--- config.mk ---
export PLATFORM = sky130hd
export DESIGN_NAME = imuldiv_muldiv_arb
export DESIGN_NICKNAME = d
export VERILOG_FILES = /design/src/rtl/imuldiv_muldiv_arb.sv
export SDC_FILE = /design/constraint.sdc
export NUM_CORES = 1
export LEC_CHECK = 0
export CORE_AREA = 2 2 157 159
export DETAILED_ROUTE_END_ITERATION = 12
export DIE_AREA = 0 0 159 161
export PLACE_DENSITY_LB_ADDON = 0.15
export SYNTH_ARGS = -nofsm -noshare
export SYNTH_HDL_FRONTEND = slang
export SYNTH_SLANG_ARGS = --single-unit
--- constraint.sdc ---
create_clock -name clk -period 2.8 [get_ports clk]
set_input_delay 0.56 -clock clk [delete_from_list [all_inputs] [get_ports clk]]
set_output_delay 0.56 -clock clk [all_outputs]
set_load 0.05 [all_outputs]
--- src/rtl/imuldiv_muldiv_arb.sv ---
// Arbiter that lets two requesters share one in-order mul/div unit and routes each
// result back to its issuer. Define IMULDIV_MULDIV_ARB_FIXED_PRIO_EN for fixed priority to requester 0.
module imuldiv_muldiv_arb #(
    parameter int DEPTH = 4
) (
    input  logic        clk,
    input  logic        reset,
    input  logic [2:0]  req0_fn,
    input  logic [31:0] req0_a,
    input  logic [31:0] req0_b,
    input  logic        req0_val,
    output logic        req0_rdy,
    input  logic [2:0]  req1_fn,
    input  logic [31:0] req1_a,
    input  logic [31:0] req1_b,
    input  logic        req1_val,
    output logic        req1_rdy,
    output logic [63:0] resp0_result,
    output logic        resp0_val,
    input  logic        resp0_rdy,
    output logic [63:0] resp1_result,
    output logic        resp1_val,
    input  logic        resp1_rdy,
    output logic [2:0]  muldivreq_msg_fn,
    output logic [31:0] muldivreq_msg_a,
    output logic [31:0] muldivreq_msg_b,
    output logic        muldivreq_val,
    input  logic        muldivreq_rdy,
    input  logic [63:0] muldivresp_msg_result,
    input  logic        muldivresp_val,
    output logic        muldivresp_rdy,
    output logic        busy
);
    localparam int AW = $clog2(DEPTH);

    logic [AW-1:0]    rd_ptr;
    logic [AW-1:0]    wr_ptr;
    logic [AW:0]      count;
    logic [DEPTH-1:0] owner_mem;
    logic             full;
    logic             empty;
    logic             pref;
    logic             grant0;
    logic             grant1;
    logic             head;
    logic             issue;
    logic             retire;

`ifdef IMULDIV_MULDIV_ARB_FIXED_PRIO_EN
    assign pref = 1'b0;
`else
    // pref = 1 means requester 1 wins a tie; flips to the loser after every issue
    always_ff @(posedge clk or negedge reset) begin
        if (!reset) begin
            pref <= 1'b0;
        end else if (issue) begin
            pref <= ~grant1;
        end
    end
`endif

    always_comb begin
        full   = (count == (AW+1)'(DEPTH));
        empty  = (count == '0);
        grant0 = req0_val & (~req1_val | ~pref);
        grant1 = req1_val & (~req0_val | pref);
        head   = owner_mem[rd_ptr];

        // every handshake output is gated by reset so nothing fires while it is held low
        muldivreq_val    = reset & (grant0 | grant1) & ~full;
        muldivreq_msg_fn = grant1 ? req1_fn : req0_fn;
        muldivreq_msg_a  = grant1 ? req1_a  : req0_a;
        muldivreq_msg_b  = grant1 ? req1_b  : req0_b;
        req0_rdy         = reset & grant0 & muldivreq_rdy & ~full;
        req1_rdy         = reset & grant1 & muldivreq_rdy & ~full;

        resp0_result   = muldivresp_msg_result;
        resp1_result   = muldivresp_msg_result;
        resp0_val      = reset & muldivresp_val & ~empty & ~head;
        resp1_val      = reset & muldivresp_val & ~empty & head;
        muldivresp_rdy = reset & ~empty & (head ? resp1_rdy : resp0_rdy);
        busy           = reset & ~empty;

        issue  = muldivreq_val & muldivreq_rdy;
        retire = muldivresp_val & muldivresp_rdy;
    end

    // owner FIFO control; DEPTH is a power of two so the pointers wrap naturally
    always_ff @(posedge clk or negedge reset) begin
        if (!reset) begin
            rd_ptr <= '0;
            wr_ptr <= '0;
            count  <= '0;
        end else begin
            if (issue) begin
                wr_ptr <= wr_ptr + AW'(1);
            end
            if (retire) begin
                rd_ptr <= rd_ptr + AW'(1);
            end
            case ({issue, retire})
                2'b10:   count <= count + (AW+1)'(1);
                2'b01:   count <= count - (AW+1)'(1);
                default: count <= count;
            endcase
        end
    end

    always_ff @(posedge clk) begin
        if (issue) begin
            owner_mem[wr_ptr] <= grant1;
        end
    end

endmodule

---- Yosys cells after proc, flatten, opt, wreduce, memory -nomap -nowiden ----
Cells that the tools add are included.
cells by class
  $add $sub $neg .......................... 4
  $lt $le $gt $ge ......................... 3
  equal/unequal tests ..................... 3
  mux-type cells .......................... 10
  bitwise logic cells ..................... 28
  reductions and logical operators ........ 3
operators with widths
  kind                 number
  $mux 32              2
  $and 1x1->1          18
  $not 1->1            7
  $lt 2x3->1 const B   2
  $pmux 3 s2           1
  $add 2x1->2 const B  2
  $bwmux 4             1
  $add 3x1->3 const B  1
  $eq 3x3->1 const B   1
  $logic_not 3->1      1
  $mux 1               3
  $mux 3               1
  $or 1x1->1           3
  $sub 3x1->3 const B  1
  $bmux 1 s2           1
  $demux 1 s2          1
  $eq 2x1->1 const B   1
  $eq 2x2->1 const B   1
  $ge 2x1->1 const B   1
  $reduce_bool 2->1    1
  $logic_and 1x1->1    1
word-level totals
  bits in registers ....................... 12
  output and inout bits ................... 202
  logic and storage cells ................. 56

---- Depth between registers and ports, before layout ----
  word-level depth ........................ 9
  gate-level depth with buffers ........... 10
  gate-level depth less buffers ........... 10

---- Worst setup path before layout ----
No wires, ideal clock.
  path type ............................... input -> output
  start point ............................. input port reset
  end point ............................... output port resp1_val
  data arrival time ....................... 2.011 ns
  path slack .............................. 0.229 ns
  cell stages on the path ................. 3
  cell sequence ........................... o31a_1 > nand2_1 > nor2b_1
between the ends
  word-level cells in the longest chain between the ends .. 3
RTL lines
  what                       RTL line  source
  from (decl)                7         input logic reset,
  $and 1x1->1 (3 in series)  80        resp1_val = reset & muldivresp_val & ~empty & head;
  to (decl)                  22        output logic resp1_val,
No other way between the ends.

---- Worst setup path in the final report ----
  start point ............................. input port req0_val
  end point ............................... output port muldivreq_msg_a[24]
between the ends
  word-level cells in the longest chain between the ends .. 4
RTL lines
  what         RTL line  source
  from (decl)  11        input logic req0_val,
  $not 1->1    66        grant1 = req1_val & (~req0_val | pref);
  $or 1x1->1   66
  $and 1x1->1  66
  $mux 32      72        muldivreq_msg_a = grant1 ? req1_a : req0_a;
  to (decl)    25        output logic [31:0] muldivreq_msg_a,
No other way between the ends.

==> results_dict.tcl <==
set metrics [dict create \
    cts.root.buffer_cell "clkbuf_16" \
    maxSlewHeadroom_pct 78.9 \
    grt_pass1_vias 2252 \
    path_max_fanout 19 \
    setup.worst_path.class "in2out" \
    netlist_area_um2 2510 \
    syn_nets 479 \
    syn_avg_cell_area_um2 9.39 \
    antenna_found_initial 0 \
    groute.usage.overall_pct 6.75 \
    ir_drop_v 0.000189 \
    ys_types 29 \
    drive_above_1_share_pct 42.5 \
    cp-end-kind "output port" \
    setup_violations 0 \
    fmax_mhz 369 \
    crit_path_start_kind "primary input" \
    placed_cells 679 \
    hp-class "reg2reg" \
    dp_hpwl_mm 8.56 \
    critPathMaxStageDelay_ns 0.50 \
    firstDrtPassIters 3 \
    p_leak_nw 1.66 \
    num_rows 57 \
    cts_buffers 3 \
    first_iter_violations 46 \
    required_ns 2.24 \
    clk_path_buf_depth 2 \
    ys_seq_elements 12 \
    rsz0062_at_grt "false" \
    ys_warn_count 0 \
    die_area_um2 25600 \
    status "completed" \
    synthCells 267 \
    synthTopCellsByArea "buf_4 (40%), mux2_2 (26%), dfrtp_1 (8.0%)" \
    clk_pin_slew_ns 0.04 \
    syn2layout_area_growth_pct 66.7 \
    io_buffers 215 \
    cp.arrival_ns 2.15 \
    stdcell_count 686 \
    drc 0 \
    finalCriticalPeriod_ns 2.71 \
    place_congestion 0.757 \
    cp_slowest_cell "clkdlybuf4s50_1" \
    yosys.area.top_type "buf_4" \
    core_area_um2 24000 \
    power_density_nw_per_um2 534 \
    vias 2042 \
    insertion_delay_ns 0.23 \
    tritoncts "built" \
    die_w_um 159 \
    grt_first_pass_wirelength_mm 13.4 \
    finalMaxSlewViolations 0 \
    fp.dieH_um 161 \
    viasPerCell 2.98 \
    grt_max_degree 40 \
    cts_sinks 12 \
    overflow 0 \
    nets 575 \
    cap_violations 0 \
    yosysSeqAreaShare_pct 12.8 \
    finish.utilization_pct 17.4 \
    pin_count 408 \
    fillers 2720 \
    wl_per_cell_um 14.7 \
    drt-total-wl_mm 10.1 \
    fin_crit_sh_pct 96.8 \
    antenna_left 0 \
    finClkSkew_ns 0.000605 \
    yosysTopAreaCellShare_pct 39.8 \
    final_hold_viol_count 0 \
    setup_tns_ns 0 \
    crit_chain "clkdlybuf4s50_1 > inv_2 > o21ai_4 > buf_12 > clkbuf_16 > mux2_2 > buf_4" \
    antennaDiodeCount 0 \
    tightestPinTransition_ns 0.313 \
    htreeDepth 1 \
    initial_core_util_pct 10.5 \
]
==> timing repair <==
action,4_1_cts,5_1_grt
setup buffers,0,1
endpoints found under the setup margin,0,10
resized for setup,0,0
hold buffers,0,0
==> sequential cells by signal (all words and copies together), names as in the netlist <==
register / count
count: 3
rd_ptr: 2
owner_mem: 4
wr_ptr: 2
pref: 1
==> metrics by stage <==
step / setup WS, ns / area, um2 / power (mW) / hold WS [ns]
after global routing: 0.0250 / 4180 / 2.36 / 0.514
after global placement: 0.0651 / 4030 / 1.94 / 0.494
after detailed placement: 0.0405 / 4030 / 1.94 / 0.490
after floorplan: 0.229 / 2510 / 1.83 / 0.264
after CTS: 0.0115 / 4110 / 2.22 / 0.496
final: 0.0885 / 4180 / 2.23 / 0.495
==> worst max-delay path, delay by kind of cell <==
family / cells / cell delay (ns)
buf+inv: 5 / 1.10
compound gates: 1 / 0.14
mux: 1 / 0.35
==> cell type report <==
| cell class | count | area [um2] | area share (%) |
|---|---|---|---|
| inverters | 8 | 30.0 | 0.718 |
| flip-flops and latches | 12 | 320 | 7.66 |
| multi-input cells | 112 | 1140 | 27.2 |
| clock buffers | 4 | 78.8 | 1.89 |
| repair buffers | 226 | 2210 | 52.9 |
| well taps | 324 | 405 | 9.70 |
==> cells in the final DEF (no fill, tap or decap), types with 3 or more instances in the layout <==
| cell type | count |
|---|---|
| and2_1 | 4 |
| buf_12 | 10 |
| buf_4 | 73 |
| clkbuf_16 | 5 |
| clkdlybuf4s50_1 | 141 |
| dfrtp_1 | 8 |
| edfxtp_1 | 4 |
| ha_1 | 5 |
| inv_1 | 7 |
| mux2_1 | 8 |
| mux2_2 | 59 |
| mux2i_1 | 7 |
| nor2_1 | 3 |
| nor2b_1 | 4 |
| xor2_1 | 3 |
==> cell usage after synthesis <==
master and count:
a21oi_1 2, a31oi_1 1, and2_1 4, and3_1 1, buf_4 133, buf_6 2
dfrtp_1 8, edfxtp_1 4, fa_1 1, ha_1 5, inv_1 7, inv_2 1
mux2_1 8, mux2_2 59, mux2_4 1, mux2i_1 7, nand2_1 2, nand2_2 1
nor2_1 3, nor2_2 1, nor2b_1 4, nor3b_2 1, o21ai_0 2, o21ai_4 1
o31a_1 1, o31ai_1 1, or3b_4 1, xnor2_1 2, xor2_1 3
==> layer usage <==
| layer | track usage [%] | vias up | wire length, um |
|---|---|---|---|
| li1 | - | 947 | - |
| met1 | 6.34 | 903 | 3290 |
| met2 | 13.3 | 171 | 5460 |
| met3 | 2.90 | 21 | 1060 |
| met4 | 1.86 | 0 | 243 |
| met5 | 0 | - | 0 |
==> path summary, 6_finish.rpt <==
kind                            cells after the start                   to  slack, ns      start
max in group asynchronous                           2                 pref       2.04      reset
worst min register to register                      1             count[2]       0.49   count[2]
min in group asynchronous                           2            wr_ptr[0]       0.66      reset
worst min-delay path                                1             count[2]       0.49   count[2]
worst max register to register                     10             count[2]       0.45  rd_ptr[1]
worst max-delay path                                7  muldivreq_msg_a[24]       0.09   req0_val
==> report_power, final <==
part           internal [mW]  switching, mW  leakage [nW]
registers              0.251         0.0683         0.130
logic                  0.743          0.911          1.49
clock network          0.191         0.0694        0.0382
==> kinds of logic (layout without fill, tap and decap cells) <==
group | after synthesis | in the layout | share of synthesized area [%]
adders and majority gates | 6 | 6 | 3.29
buffers and inverters | 143 | 238 | 41.9
xor gates and xnor gates | 5 | 5 | 1.75
AOI/OAI and AO/OA | 8 | 8 | 2.35
DFF | 12 | 12 | 12.8
muxes | 75 | 75 | 33.5
and+or+nand+nor | 18 | 18 | 4.44
Power figures use the tool's default switching activity.
